**config.mk**
```make
export PLATFORM = sky130hd
export DESIGN_NAME = pcs_40g_rx_am_lock
export DESIGN_NICKNAME = d
export VERILOG_FILES = /design/src/rtl/pcs_40g_pkg.sv /design/src/rtl/pcs_40g_rx_am_lock_am_match.sv /design/src/rtl/pcs_40g_rx_am_lock.sv
export SDC_FILE = /design/constraint.sdc
export NUM_CORES = 1
export LEC_CHECK = 0
export BUFFER_PORTS_ARGS = -buffer_cell sky130_fd_sc_hd__buf_2
export CAP_MARGIN = 10
export CORE_MARGIN = 3
export CORE_UTILIZATION = 45
export DETAILED_ROUTE_END_ITERATION = 10
export PLACE_DENSITY = 0.82
export SLEW_MARGIN = 20
export SYNTH_ARGS = -nofsm -noshare
export SYNTH_HDL_FRONTEND = slang
export SYNTH_SLANG_ARGS = --single-unit
```
**constraint.sdc**
```tcl
create_clock -name clk -period 2.5 [get_ports clk]
set_input_delay 0.25 -clock clk [delete_from_list [all_inputs] [get_ports clk]]
set_output_delay 0.25 -clock clk [all_outputs]
set_load 0.005 [all_outputs]
```
**src/rtl/pcs_40g_pkg.sv**
```systemverilog
// 40GBASE-R PCS shared definitions: alignment marker patterns, lane id type and
// AM bit layout, common to tx marker insertion and rx marker lock.
package pcs_40g_pkg;

    localparam int LANE_N_40G       = 4;
    localparam int LANE_ID_W_40G    = 2;
    localparam int GAP_N_DEFAULT    = 16383;
    localparam int AM_INV_N_DEFAULT = 4;

    localparam logic [1:0] AM_HEAD = 2'b01;

    // Payload layout: M0..M2 in bytes 0..2, BIP3 in byte 3, ~M0..~M2 in bytes 4..6, BIP7 in byte 7
    localparam int AM_M_LSB    = 0;
    localparam int AM_BIP3_LSB = 24;
    localparam int AM_INV_LSB  = 32;
    localparam int AM_BIP7_LSB = 56;

    typedef logic [LANE_ID_W_40G-1:0] lane_id_t;

    typedef enum logic [2:0] {
        FIND_1ST,
        COUNT_1,
        COMP_2ND,
        COUNT_2,
        COMP_AM
    } am_state_e;

    // Marker bytes as {M0, M1, M2}
    function automatic logic [23:0] am_pattern(input lane_id_t lane);
        case (lane)
            2'd0:    am_pattern = 24'h90_76_47;
            2'd1:    am_pattern = 24'hF0_C4_E6;
            2'd2:    am_pattern = 24'hC5_65_9B;
            default: am_pattern = 24'hA2_79_3D;
        endcase
    endfunction

    // Same bytes placed with M0 in the least significant byte, as they sit in data[23:0]
    function automatic logic [23:0] am_wire24(input lane_id_t lane);
        logic [23:0] p;
        p = am_pattern(lane);
        am_wire24 = {p[7:0], p[15:8], p[23:16]};
    endfunction

    function automatic logic [63:0] build_am(input lane_id_t lane, input logic [7:0] bip3,
                                             input logic [7:0] bip7);
        logic [23:0] w;
        w = am_wire24(lane);
        build_am = {bip7, ~w, bip3, w};
    endfunction

endpackage

```
**src/rtl/pcs_40g_rx_am_lock_am_match.sv**
```systemverilog
// Combinational alignment marker detector: compares one 66b block against every
// lane's marker pattern, ignoring the BIP bytes.
module pcs_40g_rx_am_lock_am_match
    import pcs_40g_pkg::*;
#(
    parameter int DATA_W    = 64,
    parameter int HEAD_W    = 2,
    parameter int LANE_N    = 4,
    parameter int LANE_ID_W = 2
) (
    input  logic [HEAD_W-1:0]    head_i,
    input  logic [DATA_W-1:0]    data_i,
    output logic [LANE_N-1:0]    match_o,
    output logic [LANE_ID_W-1:0] id_o
);

    logic unused_bip;
    assign unused_bip = ^{data_i[AM_BIP3_LSB +: 8], data_i[AM_BIP7_LSB +: 8]};

    always_comb begin
        match_o = '0;
        id_o    = '0;
        for (int l = 0; l < LANE_N; l++) begin
            if (head_i == AM_HEAD &&
                data_i[AM_M_LSB +: 24] == am_wire24(lane_id_t'(l)) &&
                data_i[AM_INV_LSB +: 24] == ~am_wire24(lane_id_t'(l))) begin
                match_o[l] = 1'b1;
                id_o       = LANE_ID_W'(l);
            end
        end
    end

endmodule

```
**src/rtl/pcs_40g_rx_am_lock.sv**
```systemverilog
// Per-lane alignment marker lock for the 40GBASE-R receive PCS: finds the marker,
// identifies the logical lane, and tracks the marker period.
module pcs_40g_rx_am_lock
    import pcs_40g_pkg::*;
#(
    parameter int DATA_W    = 64,
    parameter int HEAD_W    = 2,
    parameter int LANE_N    = 4,
    parameter int LANE_ID_W = 2,
    parameter int GAP_N     = GAP_N_DEFAULT,
    parameter int AM_INV_N  = AM_INV_N_DEFAULT
) (
    input  logic                 clk,
    input  logic                 reset,
    input  logic                 block_lock_i,
    input  logic                 valid_i,
    input  logic [HEAD_W-1:0]    head_i,
    input  logic [DATA_W-1:0]    data_i,
    output logic                 valid_o,
    output logic [HEAD_W-1:0]    head_o,
    output logic [DATA_W-1:0]    data_o,
    output logic                 am_v_o,
    output logic                 am_lock_o,
    output logic [LANE_ID_W-1:0] lane_id_o
);

    localparam int CNT_W = $clog2(GAP_N + 1);
    localparam int INV_W = $clog2(AM_INV_N + 1);

    am_state_e             state_q, state_d;
    logic [CNT_W-1:0]      cnt_q, cnt_d, cnt_inc;
    logic [INV_W-1:0]      inv_q, inv_d, inv_inc;
    logic                  am_lock_q, am_lock_d;
    logic [LANE_ID_W-1:0]  lane_id_q, lane_id_d;
    logic                  am_v_q, am_v_d;
    logic                  valid_q, valid_d;
    logic [HEAD_W-1:0]     head_q, head_d;
    logic [DATA_W-1:0]     data_q, data_d;

    logic [LANE_N-1:0]     match_vec;
    logic [LANE_ID_W-1:0]  match_id;
    logic                  any_match, id_match;

    pcs_40g_rx_am_lock_am_match #(
        .DATA_W    (DATA_W),
        .HEAD_W    (HEAD_W),
        .LANE_N    (LANE_N),
        .LANE_ID_W (LANE_ID_W)
    ) u_am_match (
        .head_i  (head_i),
        .data_i  (data_i),
        .match_o (match_vec),
        .id_o    (match_id)
    );

    assign any_match = |match_vec;
    assign id_match  = match_vec[lane_id_q];
    assign cnt_inc   = cnt_q + 1'b1;
    assign inv_inc   = inv_q + 1'b1;

    always_comb begin
        state_d   = state_q;
        cnt_d     = cnt_q;
        inv_d     = inv_q;
        am_lock_d = am_lock_q;
        lane_id_d = lane_id_q;
        am_v_d    = 1'b0;
        valid_d   = valid_i;
        head_d    = head_i;
        data_d    = data_i;

        if (!block_lock_i) begin
            state_d   = FIND_1ST;
            cnt_d     = '0;
            inv_d     = '0;
            am_lock_d = 1'b0;
        end else if (valid_i) begin
            case (state_q)
                FIND_1ST: begin
                    if (any_match) begin
                        lane_id_d = match_id;
                        cnt_d     = '0;
                        state_d   = COUNT_1;
                    end
                end
                COUNT_1, COUNT_2: begin
                    // Marker-like blocks inside the gap are plain data here
                    cnt_d = cnt_inc;
                    if (cnt_inc == CNT_W'(GAP_N)) begin
                        cnt_d   = '0;
                        state_d = (state_q == COUNT_1) ? COMP_2ND : COMP_AM;
                    end
                end
                COMP_2ND: begin
                    if (id_match) begin
                        am_lock_d = 1'b1;
                        am_v_d    = 1'b1;
                        inv_d     = '0;
                        state_d   = COUNT_2;
                    end else begin
                        state_d = FIND_1ST;
                    end
                end
                COMP_AM: begin
                    if (id_match) begin
                        am_v_d  = 1'b1;
                        inv_d   = '0;
                        state_d = COUNT_2;
                    end else if (inv_inc == INV_W'(AM_INV_N)) begin
                        inv_d     = '0;
                        am_lock_d = 1'b0;
                        state_d   = FIND_1ST;
                    end else begin
                        inv_d   = inv_inc;
                        state_d = COUNT_2;
                    end
                end
                default: state_d = FIND_1ST;
            endcase
        end
    end

    always_ff @(posedge clk) begin
        if (reset) begin
            state_q   <= FIND_1ST;
            cnt_q     <= '0;
            inv_q     <= '0;
            am_lock_q <= 1'b0;
            lane_id_q <= '0;
            am_v_q    <= 1'b0;
            valid_q   <= 1'b0;
            head_q    <= '0;
            data_q    <= '0;
        end else begin
            state_q   <= state_d;
            cnt_q     <= cnt_d;
            inv_q     <= inv_d;
            am_lock_q <= am_lock_d;
            lane_id_q <= lane_id_d;
            am_v_q    <= am_v_d;
            valid_q   <= valid_d;
            head_q    <= head_d;
            data_q    <= data_d;
        end
    end

    assign valid_o   = valid_q;
    assign head_o    = head_q;
    assign data_o    = data_q;
    assign am_v_o    = am_v_q;
    assign am_lock_o = am_lock_q;
    assign lane_id_o = lane_id_q;

endmodule
```
### Word level (Yosys, flattened, before mapping)

Index checks and enable logic that the tools add are counted.

* output and inout port bits: 71
* input bits: 70
* logic and storage cells: 84
* memories kept: 0
* bits in writable memories: 0
* bits in registers: 91
* ROM bits: 0
* bits in latches: 0

* bitwise operators: 3
* div/mod/pow operators: 0
* reductions and logical operators: 21
* eq/ne operators: 20
* add/subtract/negate cells: 2
* shift operators: 0
* $lt $le $gt $ge: 1
* $mul: 0
* muxes and demuxes: 28

Operator list (number)
* $eq 24x24->1 const B: 4
* $eq 24x23->1 const B: 2
* $mux 14: 2
* $pmux 14 s2: 1
* $eq 24x21->1 const B: 1
* $eq 24x22->1 const B: 1
* $mux 3: 6
* $add 14x1->14 const B: 1
* $eq 14x14->1 const B: 1
* $pmux 3 s4: 1
* $mux 1: 10
* $mux 2: 5
* $ne 2x2->1 const B: 5
* $reduce_and 3->1: 3
* $logic_and 1x1->1: 8
* $reduce_or 4->1: 2
* $eq 3x2->1 const B: 2
* $eq 3x3->1 const B: 2
* $pmux 3 s2: 1
* $reduce_or 2->1: 3
* $reduce_and 5->1: 1
* $reduce_and 4->1: 1
* $reduce_bool 2->1: 2
* $add 3x1->3 const B: 1
* 7 further kinds: 9

### Depth between registers and ports, before layout

* word-level depth: 8
* depth in mapped cells: 9
* depth with buffers taken out: 8

### By module

From an unflattened synthesis, not the netlist that was laid out.

* cells, all modules: 372
* area total of the unflattened synthesis: 3674.8 um^2

By module, submodules not included
* pcs_40g_rx_am_lock: instances 1, seq. area each 1821.7 um^2, area each 3283.1 um^2, cells each 326
* pcs_40g_rx_am_lock_am_match: instances 1, seq. area each 0.0 um^2, area each 391.6 um^2, cells each 46

### Worst setup path before layout

Ideal clock, no wire load.

* kind: reg-to-reg
* start: reg cnt_q[1]
* end: reg cnt_q[3]
* path slack: -0.026 ns
* data required time: 2.383 ns
* setup time: 0.117 ns
* arrival: 2.408 ns
* cell stages (with the launch flop): 10
* clock period less this slack: 2.526 ns
* buffers on the path: 1
* path through: dfxtp_1 > ha_1 > clkbuf_1 > nand3_1 > or3_1 > a221oi_2 > o2111ai_4 > nand2_1 > o21ai_0 > a32o_1

* longest elaborated chain between the ends: 4

Ends and longest elaborated chain
* start, declared: RTL line pcs_40g_rx_am_lock.sv:31 `logic [CNT_W-1:0] cnt_q, cnt_d, cnt_inc;`
* start signal, assigned: RTL line pcs_40g_rx_am_lock.sv:136 `cnt_q <= cnt_d;`
* $add 14x1->14 (*): RTL line pcs_40g_rx_am_lock.sv:58 `assign cnt_inc = cnt_q + 1'b1;`
* $eq 14x14->1: RTL line pcs_40g_rx_am_lock.sv:89 `if (cnt_inc == CNT_W'(GAP_N)) begin`
* $mux 14 (*): RTL line pcs_40g_rx_am_lock.sv:89
* $pmux 14 s2 (*): RTL line pcs_40g_rx_am_lock.sv:78 `case (state_q)`

Every way passes the cells marked *; elsewhere a longest branch is shown, timed or not.
A chain may end at the register's enable or synchronous reset.

### Final worst setup path

* start: reg cnt_q[1]
* end: reg cnt_q[11]

The elaborated chain is that of the path after synthesis.

==> results.md <==
* Run status: finished, final reports clean
* Synthesized area at between 3000 and 4000 µm²
* CP Data Required Time at 2.80 ns
* Initial Util at 0.469
* Nets@finish at 651
* Arrival @ worst endpoint at 2.76 ns
* Share of layout cells above drive strength 1 at 0.349
* Vias in the first global route at 3602
* Vias after detailed routing at just under 4000
* Root buffer cell: clkbuf_8
* GRT Total Usage at 0.218
* Core Region at between 8000 and 9000 µm²
* Slew Viols, Final at 0
* Tmin final at 2.46 ns
* Pwr Total at between 2000 and 3000 µW
* Avg WL per Cell at ~17 µm
* Critical Path Start Type: flop
* # IOs at 141
* Critical Path End Type: flop
* Top cells by count, synth: dfxtp_1, nor2b_1, nand4_1
* Area Overhead vs Synth at 32.5%
* VDD IR-drop max at 237 µV
* Drt via density at 5.70
* Clk_lat worst skew at approximately 0.37 ns
* Lkg Pwr at between 0.002 and 0.0025 µW
* Synth area leader: dfxtp_1
* Maximum fanout along the worst path at 7
* Largest net degree at the start of global routing at 53
* TritonCTS clock tree: yes
* Worst Skew at 0.0114 ns
* Max-Cap Viols at 0
* CTS max path bufs at 2
* DP HPWL at roughly 8500 µm
* Netlist cell types at 53
* Hold WC Path Type: in -> reg
* RSZ-0062 raised after global routing: yes
* Post-synth net total at ~490
* IO Port Bufs at 140
* Fmax at 0.406 GHz
* DR iter-0 viols at about 240
* Cts-stage hold buffer count at 0
* Pwr Density at 532 nW/µm²
* Clk sinks at 91
* Antenna-violating nets left at 0
* Fin crit share at 0.985
* DIE AREA at 9850 µm²
* Cells after Synth at 411
* #FFs+latches synth at 91
* Final wirelength at 11400 µm
* Chip width at 99.3 µm
* Final setup vio count at 0
* DR WL met2 at 5770 µm
* Critical path type: reg -> reg
* CTS clk-pin slew, worst paths at 0.10 ns
* Share of synthesized registers carrying an async set or reset at 0
* Synth top area cells: dfxtp_1, nor2b_1, nor4bb_1
* Std-Cell Rows at 33
* Initial antenna violation count at 1
* Routed wl met3 at 951 µm
* Crit-path slowest cell: or3_1
* Total gr overflow at 0
* Worst-path cell chain: ha_1, buf_4, a21oi_1, o211a_1, or3_1, o2111ai_4, nand3_4, or3_1, a21oi_1
* DR pass1 iterations at 5
* Synth Flop Type: dfxtp_1
* H-tree levels at 3
* CP peak stage delay at 0.42 ns
* First-pass GRT wire length at 17600 µm
* Sequential area share after synthesis at 0.465
* Slew Limit Headroom at 0.421
* Chip height at around 99 µm
* Warnings from Yosys at 0
* EDFF count, synth at 0
* M1 WL at 4440 µm
* # DRC at 0
* Fillers at 694
* Synth top area share at 0.465
* WHS at 0.0862 ns
* Avg Cell Area, Syn at 9.52 µm²
* CTS Buf Count at 9
* GPL Wtd Cong at 0.986
* Most common cell in the netlist: dfxtp_1
* Top layer in use: met4
* Slew @ Worst Pin at a little under 0.9 ns
* Fin. Hold Viols at 0
cell type report:
| cell class | instances | area [µm²] | share of cell area |
|---|---|---|---|
| Antenna cell | 1 | 2.50 | 0.000482 |
| Clock buffer | 10 | 138 | 0.0265 |
| Clock inverter | 6 | 53.8 | 0.0104 |
| Inverter | 3 | 11.3 | 0.00217 |
| Multi-Input combinational cell | 300 | 2090 | 0.404 |
| Sequential cell | 91 | 1820 | 0.351 |
| Tap cell | 105 | 131 | 0.0253 |
| Timing Repair Buffer | 171 | 933 | 0.180 |
cell families (layout without fill, tap and decap cells):
logic type	count (synthesis)	after routing	synth area share
AO/OA/AOI/OAI	66	67	0.123
XOR/XNOR	1	1	0.00224
buffers and inverters	22	190	0.0221
flip-flops	91	91	0.465
AND/OR/NAND/NOR	225	226	0.368
adder cells (fa/ha/maj)	5	5	0.0160
multiplexers	1	1	0.00288
other	0	1	0
routing by layer:
metal,global-route usage,vias up
met5,0,-
met4,0.0861,0
met2,0.371,202
met1,0.272,1845
met3,0.0421,19
li1,-,1849
metrics by stage:
step | setup TNS (ns) | cells | util | instance area [µm²] | setup slack, ns
6_report | 0 | 687 | 0.622 | 5190 | 0.0372
5_1_grt | -0.321 | 687 | 0.622 | 5190 | -0.0677
4_1_cts | 0 | 682 | 0.610 | 5090 | 0.0123
3_5_place_dp | -0.892 | 666 | 0.586 | 4890 | -0.137
3_3_place_gp | -0.234 | 666 | 0.586 | 4890 | -0.0485
2_1_floorplan | 0 | 411 | - | 3920 | 0.0639
flip-flops by register name, indices dropped and copies added (netlist names):
register	cells
lane_id_o	2
head_o	2
valid_o	1
data_o	64
inv_q	3
cnt_q	14
am_v_o	1
state_q	3
am_lock_o	1
layout by cell type, fill, tap and decap left out, drive strengths merged, types with 9 or more instances in the layout:
cell	synthesis	routed
clkbuf	14	10
a21oi	16	16
or3	10	10
nor2	12	12
dfxtp	91	91
nand3	15	16
nand4	20	20
nor4bb	16	16
nand2	16	16
buf	5	171
nor2b	81	81
a32o	9	9
o21ai	15	15
worst max-delay path, delay by kind of cell, from the launching register on:
| kind | cells | cell delay (ns) |
|---|---|---|
| AND/OR/NAND/NOR | 3 | 0.95 |
| AO/OA/AOI/OAI | 4 | 0.71 |
| flip-flops | 1 | 0.36 |
| adder cells (fa/ha/maj) | 1 | 0.21 |
| buffers and inverters | 1 | 0.17 |
where the power goes:
part           leakage (µW)  internal, µW  switching [µW]
clock network     0.0000962           410             573
registers          0.000752          1510            13.6
logic               0.00136           132             127
total               0.00221          2050             714
repair_timing:
action	in CTS	in global routing
resized for setup	3	10
endpoints found under the hold margin	0	0
setup endpoints to repair	10	15
setup buffers	0	2
cloned	0	2
pin swaps	0	6
path summary, 6_finish.rpt:
kind                       endpoint  cells after the start                    from  slack, ns
max reg2reg  cnt_q[11]$_SDFFE_PP0P_                      9   cnt_q[1]$_SDFFE_PP0P_       0.04
max          cnt_q[11]$_SDFFE_PP0P_                      9   cnt_q[1]$_SDFFE_PP0P_       0.04
min           data_o[59]$_SDFF_PP0_                      2              data_i[59]       0.09
min reg2reg  am_lock_o$_SDFFE_PP0P_                      2  am_lock_o$_SDFFE_PP0P_       0.49
No activity file was read; power rests on OpenSTA's default activity.
